## src/rtl/pid_update_scheduler.sv

```systemverilog
// Per-period PID update sequencer with rate-limited drive and cadence-based not-pedaling detect.
// Optional REQ watchdog with sticky fault: define PID_WATCHDOG_EN.
module pid_update_scheduler #(
    parameter int unsigned PERIOD      = 1048576,
    parameter int unsigned FAST_SIM    = 0,
    parameter int unsigned PID_LAT     = 3,
    parameter int unsigned RAMP_STEP   = 64,
    parameter int unsigned CAD_TIMEOUT = 25000000,
    parameter int unsigned WDOG_CYC    = 4096
) (
    input  logic        clk,
    input  logic        rst,
    input  logic        cadence_pulse,
    input  logic        err_vld,
    input  logic [12:0] err_in,
    input  logic [11:0] pid_drv_mag,
    output logic        err_req,
    output logic [12:0] pid_error,
    output logic        pid_tick,
    output logic        pid_not_pedaling,
    output logic [11:0] drv_out,
    output logic        overrun,
    output logic        fault
);

    localparam int unsigned P_EFF = (FAST_SIM != 0) ? 32768 : PERIOD;
    localparam int unsigned PW    = (P_EFF > 1) ? $clog2(P_EFF) : 1;
    localparam int unsigned CW    = $clog2(CAD_TIMEOUT + 1);
    localparam int unsigned LW    = (PID_LAT > 1) ? $clog2(PID_LAT) : 1;

    typedef enum logic [2:0] {
        S_IDLE,
        S_REQ,
        S_TICK,
        S_SETTLE,
        S_APPLY,
        S_FAULT
    } state_t;

    state_t        r_state;
    logic [PW-1:0] r_per;
    logic [CW-1:0] r_cad;
    logic [LW-1:0] r_lat;
    logic          r_np;
    logic          r_err_req;
    logic          r_pid_tick;
    logic [12:0]   r_pid_error;
    logic [11:0]   r_drv;

    logic          w_tick;
    logic [CW-1:0] w_cad_next;
    logic          w_np_next;
    logic [12:0]   w_cur;
    logic [12:0]   w_tgt;
    logic [12:0]   w_diff;
    logic [11:0]   w_drv_apply;

`ifdef PID_WATCHDOG_EN
    localparam int unsigned WW = (WDOG_CYC > 1) ? $clog2(WDOG_CYC) : 1;
    logic [WW-1:0] r_wd;
    logic          r_fault;
    assign fault = r_fault;
`else
    assign fault = 1'b0;
`endif

    always_comb begin
        w_tick = (r_per == PW'(P_EFF - 1));
    end

    // A pulse in the same cycle the timeout would be reached keeps not_pedaling low.
    always_comb begin
        w_cad_next = r_cad;
        if (cadence_pulse)
            w_cad_next = '0;
        else if (r_cad != CW'(CAD_TIMEOUT))
            w_cad_next = r_cad + 1'b1;
        w_np_next = cadence_pulse ? 1'b0 : ((w_cad_next == CW'(CAD_TIMEOUT)) ? 1'b1 : r_np);
    end

    // Rate limit upward moves only; compare in 13 bits so the step never wraps.
    always_comb begin
        w_cur       = {1'b0, r_drv};
        w_tgt       = {1'b0, pid_drv_mag};
        w_diff      = w_tgt - w_cur;
        w_drv_apply = pid_drv_mag;
        if ((w_tgt > w_cur) && (w_diff > 13'(RAMP_STEP)))
            w_drv_apply = 12'(w_cur + 13'(RAMP_STEP));
    end

    always_ff @(posedge clk or posedge rst) begin
        if (rst) begin
            r_state     <= S_IDLE;
            r_per       <= '0;
            r_cad       <= '0;
            r_lat       <= '0;
            r_np        <= 1'b1;
            r_err_req   <= 1'b0;
            r_pid_tick  <= 1'b0;
            r_pid_error <= '0;
            r_drv       <= '0;
`ifdef PID_WATCHDOG_EN
            r_wd        <= '0;
            r_fault     <= 1'b0;
`endif
        end else begin
            r_per      <= w_tick ? '0 : r_per + 1'b1;
            r_cad      <= w_cad_next;
            r_np       <= w_np_next;
            r_pid_tick <= 1'b0;
            case (r_state)
                S_IDLE: begin
                    if (w_tick) begin
                        r_state   <= S_REQ;
                        r_err_req <= 1'b1;
`ifdef PID_WATCHDOG_EN
                        r_wd      <= '0;
`endif
                    end
                end
                S_REQ: begin
                    if (err_vld) begin
                        r_pid_error <= err_in;
                        r_err_req   <= 1'b0;
                        r_pid_tick  <= 1'b1;
                        r_state     <= S_TICK;
                    end
`ifdef PID_WATCHDOG_EN
                    else if (r_wd == WW'(WDOG_CYC - 1)) begin
                        r_err_req <= 1'b0;
                        r_fault   <= 1'b1;
                        r_drv     <= '0;
                        r_state   <= S_FAULT;
                    end else begin
                        r_wd <= r_wd + 1'b1;
                    end
`endif
                end
                S_TICK: begin
                    r_lat   <= '0;
                    r_state <= S_SETTLE;
                end
                S_SETTLE: begin
                    if (r_lat == LW'(PID_LAT - 1))
                        r_state <= S_APPLY;
                    else
                        r_lat <= r_lat + 1'b1;
                end
                S_APPLY: begin
                    r_state <= S_IDLE;
                end
                S_FAULT: begin
                    r_err_req <= 1'b0;
                    r_drv     <= '0;
                end
                default: begin
                    r_state <= S_IDLE;
                end
            endcase
            if (w_np_next)
                r_drv <= '0;
            else if (r_state == S_APPLY)
                r_drv <= w_drv_apply;
        end
    end

    assign err_req          = r_err_req;
    assign pid_error        = r_pid_error;
    assign pid_tick         = r_pid_tick;
    assign pid_not_pedaling = r_np;
    assign drv_out          = r_drv;
    assign overrun          = w_tick & (r_state != S_IDLE);

endmodule

```

## config.mk

```make
export PLATFORM = sky130hd
export DESIGN_NAME = pid_update_scheduler
export DESIGN_NICKNAME = d
export VERILOG_FILES = /design/src/rtl/pid_update_scheduler.sv
export SDC_FILE = /design/constraint.sdc
export NUM_CORES = 1
export LEC_CHECK = 0
export BUFFER_PORTS_ARGS = -buffer_cell sky130_fd_sc_hd__buf_2
export CORE_MARGIN = 4
export CORE_UTILIZATION = 30
export DETAILED_ROUTE_END_ITERATION = 8
export GPL_ROUTABILITY_DRIVEN = 0
export PLACE_DENSITY = 0.55
export SLEW_MARGIN = 20
export SYNTH_ARGS = -nofsm -noshare
export SYNTH_HDL_FRONTEND = slang
export SYNTH_SLANG_ARGS = --single-unit
export TNS_END_PERCENT = 100
```

## constraint.sdc

```tcl
create_clock -name clk -period 5.7 [get_ports clk]
set_input_delay 1.14 -clock clk [delete_from_list [all_inputs] [get_ports clk]]
set_output_delay 1.14 -clock clk [all_outputs]
set_load 0.01 [all_outputs]
```

==> flow_summary.html, run 1 <==
<table>
<tr><th>Metric</th><th>Value</th></tr>
<tr><th colspan="2">Clock tree</th></tr>
<tr><td>Clock tree from TritonCTS</td><td>yes</td></tr>
<tr><td># clock sinks</td><td>78</td></tr>
<tr><td>Clk_lat worst skew</td><td>0.34 ns</td></tr>
<tr><td>Post-cts gate resize count</td><td>0</td></tr>
<tr><td>Number of buffers inserted during clock tree synthesis</td><td>9</td></tr>
<tr><td>Hold Buf Count CTS</td><td>0</td></tr>
<tr><td>CTS Root Buffer Type</td><td>sky130_fd_sc_hd__clkbuf_16</td></tr>
<tr><td>CTS H-tree lvls</td><td>3</td></tr>
<tr><td>Clock tree buffer depth</td><td>2</td></tr>
<tr><td>Worst-path clk slew</td><td>0.06 ns</td></tr>
<tr><td>Setup Buffers After CTS</td><td>0</td></tr>
<tr><th colspan="2">Power and ir drop</th></tr>
<tr><td>Total net switching power</td><td>0.364 mW</td></tr>
<tr><td>Gate power share</td><td>15.6%</td></tr>
<tr><td>Relative contribution of the clock network to total power</td><td>42.1%</td></tr>
<tr><td>Overall power</td><td>1.37 mW</td></tr>
<tr><td>Seq pwr share</td><td>42.3%</td></tr>
<tr><td>Cell-internal power</td><td>1.01 mW</td></tr>
<tr><td>Max VDD drop</td><td>0.000130 V</td></tr>
<tr><td>Lkg Pwr</td><td>2.46 nW</td></tr>
<tr><td>P per Cell Area</td><td>258 mW/mm²</td></tr>
<tr><td>Switching share of total power</td><td>26.5%</td></tr>
<tr><th colspan="2">Synth</th></tr>
<tr><td>Fraction of post-synthesis cell area in the top cell type by area</td><td>42.3%</td></tr>
<tr><td>Average cell area after synthesis</td><td>9.60 µm²</td></tr>
<tr><td>Main flop type after synthesis</td><td>sky130_fd_sc_hd__dfrtp_1</td></tr>
<tr><td>Post-synth net total</td><td>522</td></tr>
<tr><td>Synth area leaders</td><td>sky130_fd_sc_hd__dfrtp_1 (42%), sky130_fd_sc_hd__ha_1 (4.7%), sky130_fd_sc_hd__xnor2_1 (4.4%), sky130_fd_sc_hd__nor2_1 (3.6%), sky130_fd_sc_hd__mux2_2 (3.5%)</td></tr>
<tr><td>FFs w/ async S/R, synth</td><td>100%</td></tr>
<tr><td>Number of synthesized flops with an enable pin</td><td>0</td></tr>
<tr><td>Synthesized netlist cell count</td><td>475</td></tr>
<tr><td>Count of different cell masters after synthesis</td><td>63</td></tr>
<tr><td>Cell type with the largest total area after synthesis</td><td>sky130_fd_sc_hd__dfrtp_1</td></tr>
<tr><td>Total of warnings raised by yosys</td><td>0</td></tr>
<tr><td>Share of synthesized area occupied by flip-flops and latches</td><td>42.8%</td></tr>
<tr><td>Seq cells post-synth</td><td>78</td></tr>
<tr><td>Post-Syn Area</td><td>0.00456 mm²</td></tr>
<tr><th colspan="2">Global routing</th></tr>
<tr><td>Remaining global-route overflow</td><td>0</td></tr>
<tr><td>Initial antenna violation count</td><td>0</td></tr>
<tr><td>Number of global-route vias before repair</td><td>3,519</td></tr>
<tr><td>Largest net degree at the start of global routing</td><td>47</td></tr>
<tr><td>Global-route wire length before repair</td><td>17,400 µm</td></tr>
<tr><td>Global routing usage summed across all routing layers</td><td>12.0%</td></tr>
<tr><th colspan="2">Timing</th></tr>
<tr><td>Headroom to the max-slew limit</td><td>36.4%</td></tr>
<tr><td>Shortest period the worst path allows</td><td>4.03 ns</td></tr>
<tr><td>Final critical-path share of the clock period</td><td>70.8%</td></tr>
<tr><td>Unrepaired setup endpoints after global routing</td><td>no</td></tr>
<tr><td>Setup clock skew after layout</td><td>0.00884 ns</td></tr>
<tr><td>Number of max-slew violations in the final report</td><td>0</td></tr>
<tr><td>Tightest Pin Transition</td><td>0.945 ns</td></tr>
<tr><td>Number of failing setup endpoints in the final timing report</td><td>0</td></tr>
<tr><td>Worst hold slack across all endpoints</td><td>0.452 ns</td></tr>
<tr><td>Worst Setup Slack, final</td><td>1.67 ns</td></tr>
<tr><td>Fin. Hold Viols</td><td>0</td></tr>
<tr><td>Sum of negative setup slack</td><td>0 ns</td></tr>
<tr><td>Highest Clock Rate</td><td>248 MHz</td></tr>
<tr><th colspan="2">Final layout</th></tr>
<tr><td>Number of antenna diodes</td><td>0</td></tr>
<tr><td>Final instance area</td><td>0.00531 mm²</td></tr>
<tr><td>Growth of design area from synthesis to finish</td><td>16.5%</td></tr>
<tr><td>Layout cells sized above 1</td><td>18.4%</td></tr>
<tr><td>Final cell count without fillers</td><td>716</td></tr>
<tr><td>Net total in the final layout</td><td>574</td></tr>
<tr><td>Share of the core filled with cells in the final layout</td><td>36.1%</td></tr>
<tr><th colspan="2">Floorplanning</th></tr>
<tr><td>Die area</td><td>0.0172 mm²</td></tr>
<tr><td>Vertical die dimension</td><td>131 µm</td></tr>
<tr><td>Overall die width</td><td>131 µm</td></tr>
<tr><td>Std cell rows</td><td>44</td></tr>
<tr><td>Number of top-level pins</td><td>59</td></tr>
<tr><td>Starting density of the core</td><td>31.0%</td></tr>
<tr><td>Area of the core</td><td>0.0147 mm²</td></tr>
<tr><th colspan="2">Critical path</th></tr>
<tr><td>Reg-to-Reg Start</td><td>r_cad[2]$_DFF_PP0_</td></tr>
<tr><td>CP startpoint kind</td><td>input port</td></tr>
<tr><td>Startpoint of the most critical setup path</td><td>pid_drv_mag[0]</td></tr>
<tr><td>Worst EP required</td><td>5.93 ns</td></tr>
<tr><td>Worst setup path class</td><td>input port to register</td></tr>
<tr><td>Worst path arrival time</td><td>4.26 ns</td></tr>
<tr><td>Maximum fanout along the worst path</td><td>12</td></tr>
<tr><td>Category of the worst setup path capture point</td><td>register</td></tr>
<tr><th colspan="2">Placement</th></tr>
<tr><td>Standard cell area after detailed placement</td><td>0.00501 mm²</td></tr>
<tr><td>Placed Instances</td><td>700</td></tr>
<tr><td>Number of port buffers</td><td>57</td></tr>
<tr><td>DP HPWL</td><td>7570 µm</td></tr>
<tr><td>Minimum setup slack after placement</td><td>1.32 ns</td></tr>
<tr><th colspan="2">Min path</th></tr>
<tr><td>Hold Path Class</td><td>register to register</td></tr>
<tr><td>Startpoint of the worst hold path</td><td>r_per[0]$_DFF_PP0_</td></tr>
<tr><th colspan="2">Detailed routing</th></tr>
<tr><td>Wire per inst</td><td>14.5 µm</td></tr>
<tr><td>1st-iter DRT viols</td><td>229</td></tr>
<tr><td>Total wire length after detailed routing</td><td>10,400 µm</td></tr>
<tr><td>Number of remaining DRC errors</td><td>0</td></tr>
<tr><td>Antenna violation net count after detailed routing</td><td>0</td></tr>
<tr><td>Number of optimization iterations in the first detailed-route pass</td><td>4</td></tr>
<tr><td>Number of vias after detailed routing</td><td>3,697</td></tr>
<tr><td>Vias per cell</td><td>5.16</td></tr>
<tr><th colspan="2">Job</th></tr>
<tr><td>Max-cap check violation count</td><td>0</td></tr>
<tr><th colspan="2">Status</th></tr>
<tr><td>Status</td><td>finished, final reports clean</td></tr>
</table>
-- power groups by stage --
stage	registers (mW)	logic [mW]	clock network [mW]
after floorplan	0.592	0.150	0
after detailed placement	0.590	0.213	0
after global placement	0.590	0.208	0
after global routing	0.582	0.237	0.625
after CTS	0.580	0.214	0.600
final	0.580	0.214	0.577
-- critical path: stages --
cell and delay (ns):
sky130_fd_sc_hd__buf_2 0.10, sky130_fd_sc_hd__inv_1 0.05, sky130_fd_sc_hd__ha_1 0.14, sky130_fd_sc_hd__inv_1 0.05, sky130_fd_sc_hd__fa_1 0.40, sky130_fd_sc_hd__nand3_1 0.16, sky130_fd_sc_hd__a21oi_1 0.12, sky130_fd_sc_hd__or3_1 0.38
sky130_fd_sc_hd__a311oi_1 0.32, sky130_fd_sc_hd__nor4_1 0.12, sky130_fd_sc_hd__a21oi_1 0.14, sky130_fd_sc_hd__nand3_1 0.47, sky130_fd_sc_hd__nor2b_1 0.40, sky130_fd_sc_hd__a22o_1 0.26
-- flip-flops by register name, indices dropped and copies added, names as in the netlist --
name and flops:
r_cad 25, r_per 20, pid_error 13, drv_out 12, r_state 3, r_lat 2, err_req 1, pid_not_pedaling 1
pid_tick 1
-- area by class of cell --
type | instances | area (µm²)
sequential | 78 | 1950
clock inverter | 5 | 58.8
clock buffer | 11 | 243
timing repair buffer | 59 | 300
fill | 1467 | 9390
multi-input combinational | 351 | 2420
inverter | 28 | 106
tap | 184 | 230
-- final timing paths --
path / end / slack, ns / cells past startpoint
min in group asynchronous: drv_out[6]$_DFFE_PP0P_ / 0.95 / 2
max in group asynchronous: r_cad[1]$_DFF_PP0_ / 3.83 / 3
worst min-delay path: r_per[0]$_DFF_PP0_ / 0.45 / 1
worst max register to register: drv_out[0]$_DFFE_PP0P_ / 1.89 / 9
worst max-delay path: drv_out[0]$_DFFE_PP0P_ / 1.67 / 14
worst min register to register: r_per[0]$_DFF_PP0_ / 0.45 / 1
-- cell families after synthesis --
group           Yosys count  synth area share (%)
simple gates            184                  21.9
fa+ha+maj                18                  5.10
other cells               1                0.0822
xor+xnor                 35                  6.72
mux                      22                  5.21
compound gates           91                  14.1
flops                    78                  42.8
buf+inv                  46                  4.12
-- layer usage --
metal | up-vias | routed length [µm] | track usage, %
met2 | 63 | 4850 | 19.3
met5 | - | 0 | 0
met4 | 0 | 185 | 4.78
met3 | 18 | 359 | 2.37
met1 | 1794 | 4980 | 16.0
li1 | 1822 | - | -
-- cell usage in the layout, fill, tap and decap left out, types with 9 or more instances in the layout --
cell type	instances
sky130_fd_sc_hd__buf_2	57
sky130_fd_sc_hd__clkbuf_16	9
sky130_fd_sc_hd__or3_1	11
sky130_fd_sc_hd__dfrtp_1	77
sky130_fd_sc_hd__nand3_1	15
sky130_fd_sc_hd__a21oi_1	19
sky130_fd_sc_hd__and3_1	13
sky130_fd_sc_hd__xor2_1	12
sky130_fd_sc_hd__inv_1	27
sky130_fd_sc_hd__o21ai_0	13
sky130_fd_sc_hd__ha_1	17
sky130_fd_sc_hd__mux2_2	14
sky130_fd_sc_hd__nor3_1	13
sky130_fd_sc_hd__nand4_1	14
sky130_fd_sc_hd__nand2_1	30
sky130_fd_sc_hd__a22o_1	9
sky130_fd_sc_hd__nor2_1	44
sky130_fd_sc_hd__xnor2_1	23
-- cells in the mapped netlist (4+ instances only) --
master                     count
sky130_fd_sc_hd__nor2_1       44
sky130_fd_sc_hd__mux2i_1       8
sky130_fd_sc_hd__nand2_1      30
sky130_fd_sc_hd__o22ai_1       7
sky130_fd_sc_hd__nand4_1      14
sky130_fd_sc_hd__and4_1        5
sky130_fd_sc_hd__or3_1        11
sky130_fd_sc_hd__a22o_1        9
sky130_fd_sc_hd__nor2b_1       6
sky130_fd_sc_hd__a21oi_1      19
sky130_fd_sc_hd__a211oi_1      4
sky130_fd_sc_hd__xnor2_1      23
sky130_fd_sc_hd__a221oi_1      4
sky130_fd_sc_hd__ha_1         17
sky130_fd_sc_hd__o21ai_0      13
sky130_fd_sc_hd__mux2_2       14
sky130_fd_sc_hd__inv_1        28
sky130_fd_sc_hd__and3_1       13
sky130_fd_sc_hd__dfrtp_1      77
sky130_fd_sc_hd__clkbuf_1     13
sky130_fd_sc_hd__nand3_1      15
sky130_fd_sc_hd__and2_1        5
sky130_fd_sc_hd__o31a_1        5
sky130_fd_sc_hd__nand2b_1      4
sky130_fd_sc_hd__nor3_1       13
sky130_fd_sc_hd__xor2_1       12
Note: power is estimated with default switching activity, not from simulation.
==> inputs of run 2 (changes only) <==
--- a/config.mk
+++ b/config.mk
@@ -5,6 +5,7 @@
 export SDC_FILE = /design/constraint.sdc
 export NUM_CORES = 1
 export LEC_CHECK = 0
+export ABC_AREA = 1
 export BUFFER_PORTS_ARGS = -buffer_cell sky130_fd_sc_hd__buf_2
 export CORE_MARGIN = 4
 export CORE_UTILIZATION = 30
==> constraint.sdc (replaced) <==
create_clock -name clk -period 4 [get_ports clk]
set_input_delay 0.8 -clock clk [delete_from_list [all_inputs] [get_ports clk]]
set_output_delay 0.8 -clock clk [all_outputs]
set_load 0.01 [all_outputs]
==> run 2 against run 1 <==
Effect of this change: synthesized cell count up 52%; highest routed layer unchanged; critical endpoint is now overrun; non-clock buffer count grew 3; die area is 11% higher; register-to-register slack lost 0.49 ns.
==> flow_summary.html, run 2 <==
<table>
<tr><th>Metric</th><th>Value</th></tr>
<tr><th colspan="2">Status</th></tr>
<tr><td>Status</td><td>finished, final reports clean (unchanged)</td></tr>
<tr><th colspan="2">Placement</th></tr>
<tr><td>Number of port buffers</td><td>57 (unchanged)</td></tr>
<tr><td>Standard cell area after detailed placement</td><td>0.00566 mm² (was 0.00501 mm²)</td></tr>
<tr><td>Minimum setup slack after placement</td><td>0.849 ns (was 1.32 ns)</td></tr>
<tr><td>Placed Instances</td><td>1,000 (was 700)</td></tr>
<tr><td>DP HPWL</td><td>9270 µm (was 7570 µm)</td></tr>
<tr><th colspan="2">Global routing</th></tr>
<tr><td>Remaining global-route overflow</td><td>0 (unchanged)</td></tr>
<tr><td>Initial antenna violation count</td><td>0 (unchanged)</td></tr>
<tr><td>Largest net degree at the start of global routing</td><td>41 (was 47)</td></tr>
<tr><td>Number of global-route vias before repair</td><td>4,288 (was 3,519)</td></tr>
<tr><td>Global routing usage summed across all routing layers</td><td>12.5% (was 12.0%)</td></tr>
<tr><td>Global-route wire length before repair</td><td>20,000 µm (was 17,400 µm)</td></tr>
<tr><th colspan="2">Critical path</th></tr>
<tr><td>Worst reg2reg path endpoint</td><td>drv_out[1]$_DFFE_PP0P_ (was drv_out[0]$_DFFE_PP0P_)</td></tr>
<tr><td>Worst path arrival time</td><td>2.38 ns (was 4.26 ns)</td></tr>
<tr><td>Number of logic stages on the critical path including buffering</td><td>14 (unchanged)</td></tr>
<tr><td>Number of buffer and inverter stages on the critical path</td><td>1 (was 3)</td></tr>
<tr><td>List of cells traversed by the critical path</td><td>ha_1, nand2_1, nor2_2, nand2_1, nor2_2, nand3_2, nor2_2, nand2_2, nor2_2, nand3_2, nor2_4, nand2_2, nor2_1, buf_2 (was buf_2, inv_1, ha_1, inv_1, fa_1, nand3_1, a21oi_1, or3_1, a311oi_1, nor4_1, a21oi_1, nand3_1, nor2b_1, a22o_1)</td></tr>
<tr><td>Critical-path top delay cell</td><td>sky130_fd_sc_hd__dfrtp_1 (was sky130_fd_sc_hd__nand3_1)</td></tr>
<tr><td>Number of cell instances on the worst register-to-register path</td><td>16 (was 9)</td></tr>
<tr><td>CP startpoint kind</td><td>register (was input port)</td></tr>
<tr><td>End point of the critical path</td><td>overrun (was drv_out[0]$_DFFE_PP0P_)</td></tr>
<tr><td>Maximum fanout along the worst path</td><td>5 (was 12)</td></tr>
<tr><td>Reg-to-Reg Start</td><td>drv_out[0]$_DFFE_PP0P_ (was r_cad[2]$_DFF_PP0_)</td></tr>
<tr><td>Cell repeated most along the worst path</td><td>sky130_fd_sc_hd__nor2_2</td></tr>
<tr><td>Cell family with the largest share of critical-path delay</td><td>simple AND/OR/NAND/NOR gates (unchanged)</td></tr>
<tr><td>Category of the worst setup path capture point</td><td>output pin (was register)</td></tr>
<tr><td>Worst EP required</td><td>3.20 ns (was 5.93 ns)</td></tr>
<tr><td>Reg-to-reg setup timing slack</td><td>1.40 ns (was 1.89 ns)</td></tr>
<tr><td>Biggest cell delay along the critical path</td><td>0.37 ns (was 0.47 ns)</td></tr>
<tr><td>Worst setup path class</td><td>register to output pin (was input port to register)</td></tr>
<tr><td>Startpoint of the most critical setup path</td><td>r_per[0]$_DFF_PP0_ (was pid_drv_mag[0])</td></tr>
<tr><th colspan="2">Synth</th></tr>
<tr><td>Synth area leaders</td><td>sky130_fd_sc_hd__dfrtp_1 (38%), sky130_fd_sc_hd__nand2_1 (16%), sky130_fd_sc_hd__inv_1 (8.3%), sky130_fd_sc_hd__nor2_1 (7.2%), sky130_fd_sc_hd__nand3_1 (4.7%) (was sky130_fd_sc_hd__dfrtp_1 (42%), sky130_fd_sc_hd__ha_1 (4.7%), sky130_fd_sc_hd__xnor2_1 (4.4%), sky130_fd_sc_hd__nor2_1 (3.6%), sky130_fd_sc_hd__mux2_2 (3.5%))</td></tr>
<tr><td>FFs w/ async S/R, synth</td><td>100% (unchanged)</td></tr>
<tr><td>Compound-Gate Fraction of Synth Area</td><td>6.05% (was 14.1%)</td></tr>
<tr><td>Post-synth net total</td><td>770 (was 522)</td></tr>
<tr><td>Seq cells post-synth</td><td>78 (unchanged)</td></tr>
<tr><td>Most numerous cell in the Yosys netlist</td><td>sky130_fd_sc_hd__nand2_1 (was sky130_fd_sc_hd__dfrtp_1)</td></tr>
<tr><td>Main combinational cell family by area after synthesis</td><td>simple AND/OR/NAND/NOR gates (unchanged)</td></tr>
<tr><td>Simple logic cell fraction of the synthesized area</td><td>37.4% (was 21.9%)</td></tr>
<tr><td>Multiplexer area fraction after synthesis</td><td>0% (was 5.21%)</td></tr>
<tr><td>Cell type with the largest total area after synthesis</td><td>sky130_fd_sc_hd__dfrtp_1 (unchanged)</td></tr>
<tr><td>Synthesized netlist cell count</td><td>723 (was 475)</td></tr>
<tr><td>Leading post-synthesis cells by instance count</td><td>sky130_fd_sc_hd__nand2_1 (213), sky130_fd_sc_hd__inv_1 (113), sky130_fd_sc_hd__nor2_1 (98) (was sky130_fd_sc_hd__dfrtp_1 (77), sky130_fd_sc_hd__nor2_1 (44), sky130_fd_sc_hd__nand2_1 (30))</td></tr>
<tr><td>Synthesized-area fraction occupied by adder cells</td><td>4.57% (was 5.10%)</td></tr>
<tr><td>Number of synthesized flops with an enable pin</td><td>0 (unchanged)</td></tr>
<tr><td>Total of warnings raised by yosys</td><td>0 (unchanged)</td></tr>
<tr><td>Main flop type after synthesis</td><td>sky130_fd_sc_hd__dfrtp_1 (unchanged)</td></tr>
<tr><td>Post-Syn Area</td><td>0.00509 mm² (was 0.00456 mm²)</td></tr>
<tr><td>Average cell area after synthesis</td><td>7.04 µm² (was 9.60 µm²)</td></tr>
<tr><td>Count of different cell masters after synthesis</td><td>41 (was 63)</td></tr>
<tr><td>Share of synthesized area occupied by flip-flops and latches</td><td>38.4% (was 42.8%)</td></tr>
<tr><td>Xor/xnor share of the synthesized area</td><td>3.79% (was 6.72%)</td></tr>
<tr><td>Fraction of post-synthesis cell area in the top cell type by area</td><td>37.9% (was 42.3%)</td></tr>
<tr><th colspan="2">Detailed routing</th></tr>
<tr><td>Number of remaining DRC errors</td><td>0 (unchanged)</td></tr>
<tr><td>Vias per cell</td><td>4.48 (was 5.16)</td></tr>
<tr><td>Antenna violation net count after detailed routing</td><td>0 (unchanged)</td></tr>
<tr><td>Number of optimization iterations in the first detailed-route pass</td><td>5 (was 4)</td></tr>
<tr><td>1st-iter DRT viols</td><td>229 (unchanged)</td></tr>
<tr><td>Number of vias after detailed routing</td><td>4,556 (was 3,697)</td></tr>
<tr><td>Wire per inst</td><td>11.8 µm (was 14.5 µm)</td></tr>
<tr><td>Total wire length after detailed routing</td><td>11,900 µm (was 10,400 µm)</td></tr>
<tr><th colspan="2">Clock tree</th></tr>
<tr><td>Post-cts gate resize count</td><td>0 (unchanged)</td></tr>
<tr><td>Number of buffers inserted during clock tree synthesis</td><td>9 (unchanged)</td></tr>
<tr><td>Setup Buffers After CTS</td><td>0 (unchanged)</td></tr>
<tr><td>Clock tree from TritonCTS</td><td>yes (unchanged)</td></tr>
<tr><td>Hold Buf Count CTS</td><td>0 (unchanged)</td></tr>
<tr><td>CTS Root Buffer Type</td><td>sky130_fd_sc_hd__clkbuf_16 (unchanged)</td></tr>
<tr><td># clock sinks</td><td>78 (unchanged)</td></tr>
<tr><td>Worst-path clk slew</td><td>0.06 ns (about the same)</td></tr>
<tr><td>CTS H-tree lvls</td><td>3 (unchanged)</td></tr>
<tr><td>Clock tree buffer depth</td><td>2 (unchanged)</td></tr>
<tr><td>Clk_lat worst skew</td><td>0.34 ns (about the same)</td></tr>
<tr><th colspan="2">Timing</th></tr>
<tr><td>Shortest period the worst path allows</td><td>3.18 ns</td></tr>
<tr><td>Sum of negative setup slack</td><td>0 ns (unchanged)</td></tr>
<tr><td>Headroom to the max-slew limit</td><td>52.7% (was 36.4%)</td></tr>
<tr><td>Tightest Pin Transition</td><td>0.708 ns (was 0.945 ns)</td></tr>
<tr><td>Fin. Hold Viols</td><td>0 (unchanged)</td></tr>
<tr><td>Unrepaired setup endpoints after global routing</td><td>no (unchanged)</td></tr>
<tr><td>Number of failing setup endpoints in the final timing report</td><td>0 (unchanged)</td></tr>
<tr><td>Worst Setup Slack, final</td><td>0.817 ns (was 1.67 ns)</td></tr>
<tr><td>Highest Clock Rate</td><td>314 MHz</td></tr>
<tr><td>Worst hold slack across all endpoints</td><td>0.463 ns (was 0.452 ns)</td></tr>
<tr><td>Setup clock skew after layout</td><td>0.00997 ns (was 0.00884 ns)</td></tr>
<tr><td>Number of max-slew violations in the final report</td><td>0 (unchanged)</td></tr>
<tr><td>Final critical-path share of the clock period</td><td>79.6%</td></tr>
<tr><th colspan="2">Floorplanning</th></tr>
<tr><td>Vertical die dimension</td><td>138 µm (was 131 µm)</td></tr>
<tr><td>Die area</td><td>0.0191 mm² (was 0.0172 mm²)</td></tr>
<tr><td>Std cell rows</td><td>47 (was 44)</td></tr>
<tr><td>Number of top-level pins</td><td>59 (unchanged)</td></tr>
<tr><td>Starting density of the core</td><td>30.7% (was 31.0%)</td></tr>
<tr><td>Overall die width</td><td>138 µm (was 131 µm)</td></tr>
<tr><td>Area of the core</td><td>0.0166 mm² (was 0.0147 mm²)</td></tr>
<tr><th colspan="2">Final layout</th></tr>
<tr><td>Layout cells sized above 1</td><td>15.7% (was 18.4%)</td></tr>
<tr><td>Net total in the final layout</td><td>838 (was 574)</td></tr>
<tr><td>Final cell count without fillers</td><td>1,016 (was 716)</td></tr>
<tr><td>Most used cells in the layout excluding fill and tap cells</td><td>sky130_fd_sc_hd__nand2_1 (213), sky130_fd_sc_hd__inv_1 (112), sky130_fd_sc_hd__nor2_1 (98), sky130_fd_sc_hd__dfrtp_1 (77), sky130_fd_sc_hd__buf_2 (57) (was sky130_fd_sc_hd__dfrtp_1 (77), sky130_fd_sc_hd__buf_2 (57), sky130_fd_sc_hd__nor2_1 (44), sky130_fd_sc_hd__nand2_1 (30), sky130_fd_sc_hd__inv_1 (27))</td></tr>
<tr><td>Number of antenna diodes</td><td>0 (unchanged)</td></tr>
<tr><td>Most common cell after layout, fill and taps aside</td><td>sky130_fd_sc_hd__nand2_1 (was sky130_fd_sc_hd__dfrtp_1)</td></tr>
<tr><td>Top register by number of flip-flops</td><td>r_cad (unchanged)</td></tr>
<tr><td>Growth of design area from synthesis to finish</td><td>16.9% (was 16.5%)</td></tr>
<tr><td>Final instance area</td><td>0.00595 mm² (was 0.00531 mm²)</td></tr>
<tr><td>Number of fill cells</td><td>1,772 (was 1,467)</td></tr>
<tr><td>Number of flip-flops under the largest register name</td><td>25 (unchanged)</td></tr>
<tr><th colspan="2">Power and ir drop</th></tr>
<tr><td>Cell-internal power</td><td>1.37 mW (was 1.01 mW)</td></tr>
<tr><td>Total net switching power</td><td>0.491 mW (was 0.364 mW)</td></tr>
<tr><td>Relative contribution of the clock network to total power</td><td>43.9% (was 42.1%)</td></tr>
<tr><td>Gate power share</td><td>12.0% (was 15.6%)</td></tr>
<tr><td>Lkg Pwr</td><td>3.02 nW (was 2.46 nW)</td></tr>
<tr><td>P per Cell Area</td><td>313 mW/mm² (was 258 mW/mm²)</td></tr>
<tr><td>Seq pwr share</td><td>44.1% (was 42.3%)</td></tr>
<tr><td>Max VDD drop</td><td>0.000195 V (was 0.000130 V)</td></tr>
<tr><td>Switching share of total power</td><td>26.4% (was 26.5%)</td></tr>
<tr><th colspan="2">Job</th></tr>
<tr><td>Max-cap check violation count</td><td>0 (unchanged)</td></tr>
<tr><th colspan="2">Min path</th></tr>
<tr><td>Hold Path Class</td><td>register to register (unchanged)</td></tr>
<tr><td>Worst hold stages</td><td>1 (unchanged)</td></tr>
</table>
run 2: cell count changes after synthesis, sizes merged, moves of 14 or more:
cell / delta
nand2: +197
inv: +89
nor2: +69
nand3: +39
xnor2: -17
mux2: -14
run 2: stage by stage:
step                      utilization [%]  power (mW)
after floorplan                         -       0.987
after global placement               34.1        1.06
after detailed placement             34.1        1.06
after CTS                            35.9        1.89
after global routing                 35.9        1.95
final                                35.9        1.86
run 2: per-layer routing:
metal | vias to the layer above | part of all wire, % | global-route usage, %
li1 | 2379 | - | -
met1 | 2079 | 49 | 16.8
met2 | 83 | 46 | 20.1
met3 | 15 | 3.4 | 2.31
met4 | 0 | 1.8 | 4.89
met5 | - | 0 | 0
run 2: area by class of cell:
| type | count | area (µm²) | share of cell area, % |
|---|---|---|---|
| well taps | 220 | 275 | 4.63 |
| clock inverters | 6 | 62.6 | 1.05 |
| flip-flops and latches | 78 | 1950 | 32.8 |
| multi-input cells | 520 | 2640 | 44.4 |
| clock buffers | 10 | 229 | 3.85 |
| inverters | 120 | 465 | 7.83 |
| repair buffers | 62 | 323 | 5.43 |
run 2: cells by family after synthesis:
kind of cell | after synthesis
fa+ha+maj | 18
flops | 78
other cells | 1
buf+inv | 125
simple gates | 424
compound gates | 55
xor+xnor | 22
run 2: worst min path at each step:
stage	start	to	slack, ns
detailed placement	r_per[0]$_DFF_PP0_	r_per[0]$_DFF_PP0_	0.45
finish	r_per[0]$_DFF_PP0_	r_per[0]$_DFF_PP0_	0.46
CTS	r_per[0]$_DFF_PP0_	r_per[0]$_DFF_PP0_	0.47
global route	pid_error[5]$_DFFE_PP0P_	pid_error[5]$_DFFE_PP0P_	0.49
global placement	r_per[0]$_DFF_PP0_	r_per[0]$_DFF_PP0_	0.46
floorplan	r_per[0]$_DFF_PP0_	r_per[0]$_DFF_PP0_	0.43
run 2: power groups by stage:
stage | sequential [mW] | clock (mW) | combinational, mW
after floorplan | 0.838 | 0 | 0.149
after global placement | 0.834 | 0 | 0.225
after detailed placement | 0.833 | 0 | 0.224
after CTS | 0.819 | 0.845 | 0.225
after global routing | 0.821 | 0.879 | 0.254
final | 0.819 | 0.817 | 0.223
==> inputs of run 3 (changes only) <==
--- a/config.mk
+++ b/config.mk
@@ -5,7 +5,7 @@
 export SDC_FILE = /design/constraint.sdc
 export NUM_CORES = 1
 export LEC_CHECK = 0
-export ABC_AREA = 1
+export ABC_AREA = 0
 export BUFFER_PORTS_ARGS = -buffer_cell sky130_fd_sc_hd__buf_2
 export CORE_MARGIN = 4
 export CORE_UTILIZATION = 30
==> constraint.sdc (replaced) <==
create_clock -name clk -period 3.3 [get_ports clk]
set_input_delay 0.66 -clock clk [delete_from_list [all_inputs] [get_ports clk]]
set_output_delay 0.66 -clock clk [all_outputs]
set_load 0.01 [all_outputs]
==> run 3 against run 2 <==
Effect of this change: clock skew increased by 0.0024 ns; clock-buffer cell count increased by 1; sequential share of layout area increased by 2.6 points; highest routed layer unchanged.
==> flow_summary.html, run 3 (synthesized netlist as in run 1, its figures left out) <==
<table>
<tr><th>Metric</th><th>Value</th></tr>
<tr><th colspan="2">Final layout</th></tr>
<tr><td>Most common cell after layout, fill and taps aside</td><td>sky130_fd_sc_hd__dfrtp_1 (was sky130_fd_sc_hd__nand2_1)</td></tr>
<tr><td>Number of flip-flops under the largest register name</td><td>25 (unchanged)</td></tr>
<tr><td>Net total in the final layout</td><td>595 (was 838)</td></tr>
<tr><td>Layout cells sized above 1</td><td>23.0% (was 15.7%)</td></tr>
<tr><td>Number of antenna diodes</td><td>0 (unchanged)</td></tr>
<tr><td>Growth of design area from synthesis to finish</td><td>21.0% (was 16.9%)</td></tr>
<tr><td>Final cell count without fillers</td><td>737 (was 1,016)</td></tr>
<tr><td>Final instance area</td><td>0.00552 mm² (was 0.00595 mm²)</td></tr>
<tr><td>Share of the core filled with cells in the final layout</td><td>37.5% (was 35.9%)</td></tr>
<tr><td>Top register by number of flip-flops</td><td>r_cad (unchanged)</td></tr>
<tr><td>Most used cells in the layout excluding fill and tap cells</td><td>sky130_fd_sc_hd__dfrtp_1 (74), sky130_fd_sc_hd__buf_2 (57), sky130_fd_sc_hd__nor2_1 (44), sky130_fd_sc_hd__nand2_1 (30), sky130_fd_sc_hd__inv_1 (27) (was sky130_fd_sc_hd__nand2_1 (213), sky130_fd_sc_hd__inv_1 (112), sky130_fd_sc_hd__nor2_1 (98), sky130_fd_sc_hd__dfrtp_1 (77), sky130_fd_sc_hd__buf_2 (57))</td></tr>
<tr><th colspan="2">Job</th></tr>
<tr><td>Max-cap check violation count</td><td>0 (unchanged)</td></tr>
<tr><th colspan="2">Detailed routing</th></tr>
<tr><td>1st-iter DRT viols</td><td>211 (was 229)</td></tr>
<tr><td>Total wire length after detailed routing</td><td>11,200 µm (was 11,900 µm)</td></tr>
<tr><td>Vias per cell</td><td>5.22 (was 4.48)</td></tr>
<tr><td>Number of vias after detailed routing</td><td>3,848 (was 4,556)</td></tr>
<tr><td>Wire per inst</td><td>15.2 µm (was 11.8 µm)</td></tr>
<tr><td>Number of optimization iterations in the first detailed-route pass</td><td>5 (unchanged)</td></tr>
<tr><td>Number of remaining DRC errors</td><td>0 (unchanged)</td></tr>
<tr><td>Antenna violation net count after detailed routing</td><td>0 (unchanged)</td></tr>
<tr><th colspan="2">Critical path</th></tr>
<tr><td>Startpoint of the most critical setup path</td><td>pid_drv_mag[0] (was r_per[0]$_DFF_PP0_)</td></tr>
<tr><td>CP startpoint kind</td><td>input port (was register)</td></tr>
<tr><td>Worst EP required</td><td>3.52 ns (was 3.20 ns)</td></tr>
<tr><td>Maximum fanout along the worst path</td><td>10 (was 5)</td></tr>
<tr><td>Worst path arrival time</td><td>3.37 ns (was 2.38 ns)</td></tr>
<tr><td>Worst setup path class</td><td>input port to register (was register to output pin)</td></tr>
<tr><td>Category of the worst setup path capture point</td><td>register (was output pin)</td></tr>
<tr><td>Reg-to-Reg Start</td><td>r_cad[7]$_DFF_PP0_ (was drv_out[0]$_DFFE_PP0P_)</td></tr>
<tr><th colspan="2">Timing</th></tr>
<tr><td>Number of max-slew violations in the final report</td><td>0 (unchanged)</td></tr>
<tr><td>Highest Clock Rate</td><td>318 MHz</td></tr>
<tr><td>Setup clock skew after layout</td><td>0.0124 ns (was 0.00997 ns)</td></tr>
<tr><td>Shortest period the worst path allows</td><td>3.15 ns</td></tr>
<tr><td>Tightest Pin Transition</td><td>0.626 ns (was 0.708 ns)</td></tr>
<tr><td>Number of failing setup endpoints in the final timing report</td><td>0 (unchanged)</td></tr>
<tr><td>Headroom to the max-slew limit</td><td>58.3% (was 52.7%)</td></tr>
<tr><td>Fin. Hold Viols</td><td>0 (unchanged)</td></tr>
<tr><td>Sum of negative setup slack</td><td>0 ns (unchanged)</td></tr>
<tr><td>Unrepaired setup endpoints after global routing</td><td>no (unchanged)</td></tr>
<tr><td>Final critical-path share of the clock period</td><td>95.4%</td></tr>
<tr><th colspan="2">Power and ir drop</th></tr>
<tr><td>Lkg Pwr</td><td>2.57 nW (was 3.02 nW)</td></tr>
<tr><td>Max VDD drop</td><td>0.000297 V (was 0.000195 V)</td></tr>
<tr><td>P per Cell Area</td><td>444 mW/mm² (was 313 mW/mm²)</td></tr>
<tr><td>Overall power</td><td>2.45 mW (was 1.86 mW)</td></tr>
<tr><th colspan="2">Floorplanning</th></tr>
<tr><td>Starting density of the core</td><td>31.0% (was 30.7%)</td></tr>
<tr><td>Std cell rows</td><td>44 (was 47)</td></tr>
<tr><td>Number of top-level pins</td><td>59 (unchanged)</td></tr>
<tr><td>Vertical die dimension</td><td>131 µm (was 138 µm)</td></tr>
<tr><td>Die area</td><td>0.0172 mm² (was 0.0191 mm²)</td></tr>
<tr><td>Area of the core</td><td>0.0147 mm² (was 0.0166 mm²)</td></tr>
<tr><td>Overall die width</td><td>131 µm (was 138 µm)</td></tr>
<tr><th colspan="2">Clock tree</th></tr>
<tr><td># clock sinks</td><td>78 (unchanged)</td></tr>
<tr><td>CTS Root Buffer Type</td><td>sky130_fd_sc_hd__clkbuf_16 (unchanged)</td></tr>
<tr><td>CTS H-tree lvls</td><td>3 (unchanged)</td></tr>
<tr><td>Clock tree from TritonCTS</td><td>yes (unchanged)</td></tr>
<tr><td>Worst-path clk slew</td><td>0.07 ns (was 0.06 ns)</td></tr>
<tr><td>Clock tree buffer depth</td><td>2 (unchanged)</td></tr>
<tr><td>Clk_lat worst skew</td><td>0.34 ns (about the same)</td></tr>
<tr><td>Number of buffers inserted during clock tree synthesis</td><td>9 (unchanged)</td></tr>
<tr><th colspan="2">Global routing</th></tr>
<tr><td>Number of global-route vias before repair</td><td>3,980 (was 4,288)</td></tr>
<tr><td>Global routing usage summed across all routing layers</td><td>13.4% (was 12.5%)</td></tr>
<tr><td>Global-route wire length before repair</td><td>19,500 µm (was 20,000 µm)</td></tr>
<tr><td>Remaining global-route overflow</td><td>0 (unchanged)</td></tr>
<tr><td>Largest net degree at the start of global routing</td><td>56 (was 41)</td></tr>
<tr><td>Initial antenna violation count</td><td>0 (unchanged)</td></tr>
<tr><th colspan="2">Placement</th></tr>
<tr><td>Number of port buffers</td><td>57 (unchanged)</td></tr>
<tr><td>Placed Instances</td><td>720 (was 1,000)</td></tr>
<tr><td>Standard cell area after detailed placement</td><td>0.00517 mm² (was 0.00566 mm²)</td></tr>
<tr><td>DP HPWL</td><td>8200 µm (was 9270 µm)</td></tr>
<tr><th colspan="2">Min path</th></tr>
<tr><td>Hold Path Class</td><td>input port to asynchronous set/reset pin (was register to register)</td></tr>
<tr><th colspan="2">Status</th></tr>
<tr><td>Status</td><td>finished, final reports clean (unchanged)</td></tr>
</table>
==> run 3: layout make-up <==
| type | instances | area (µm²) |
|---|---|---|
| Clock buffer | 11 | 243 |
| Clock inverter | 5 | 66.3 |
| Fill cell | 1462 | 9180 |
| Inverter | 28 | 106 |
| Multi-Input combinational cell | 351 | 2440 |
| Sequential cell | 78 | 1960 |
| Tap cell | 184 | 230 |
| Timing Repair Buffer | 80 | 470 |
==> run 3: power by group <==
part	internal, mW	leakage [nW]	switching (mW)
combinational	0.177	1.39	0.232
sequential	0.978	1.03	0.0228
clock	0.617	0.148	0.423
==> run 3: path summary, 6_finish.rpt <==
| path | cells past startpoint | slack [ns] | to |
|---|---|---|---|
| max in group asynchronous | 3 | 2.31 | pid_not_pedaling$_DFF_PP1_ |
| hold / removal | 2 | 0.31 | drv_out[5]$_DFFE_PP0P_ |
| min in group clk | 1 | 0.46 | r_per[0]$_DFF_PP0_ |
| hold reg to reg | 1 | 0.46 | r_per[0]$_DFF_PP0_ |
| setup / recovery | 16 | 0.15 | drv_out[6]$_DFFE_PP0P_ |
| setup reg to reg | 12 | 0.16 | drv_out[4]$_DFFE_PP0P_ |
==> run 3: what timing repair did <==
item                       4_1_cts  5_1_grt
resized for setup                0       10
setup endpoints to repair        6       12
hold buffers                     0        0
setup buffers                    1        0
pin swaps                        1        0
==> run 3: critical path, cell delays in order <==
cell	delay [ns]
sky130_fd_sc_hd__buf_2	0.10
sky130_fd_sc_hd__inv_1	0.05
sky130_fd_sc_hd__ha_1	0.16
sky130_fd_sc_hd__inv_1	0.06
sky130_fd_sc_hd__fa_1	0.41
sky130_fd_sc_hd__nand3_1	0.17
sky130_fd_sc_hd__a21oi_1	0.11
sky130_fd_sc_hd__buf_4	0.16
sky130_fd_sc_hd__nor3_1	0.23
sky130_fd_sc_hd__a311oi_2	0.08
sky130_fd_sc_hd__nor4_1	0.39
sky130_fd_sc_hd__a21oi_1	0.12
sky130_fd_sc_hd__nand3_1	0.14
sky130_fd_sc_hd__buf_4	0.22
sky130_fd_sc_hd__mux2i_1	0.20
sky130_fd_sc_hd__o22ai_1	0.10
==> run 3: through the flow <==
stage               setup WS [ns]  hold slack (ns)
floorplan                   0.187            0.424
global placement          -0.0659            0.443
detailed placement         -0.154            0.455
CTS                        0.0142            0.314
global route              0.00104            0.343
finish                      0.151            0.312
==> run 3: metal layers <==
layer  GRT usage [%]  vias to the layer above  wire length (µm)
li1                -                     1869                 -
met1            17.2                     1906              5220
met2            22.4                       61              5460
met3            3.40                       12               362
met4            3.73                        0               116
met5               0                        -                 0
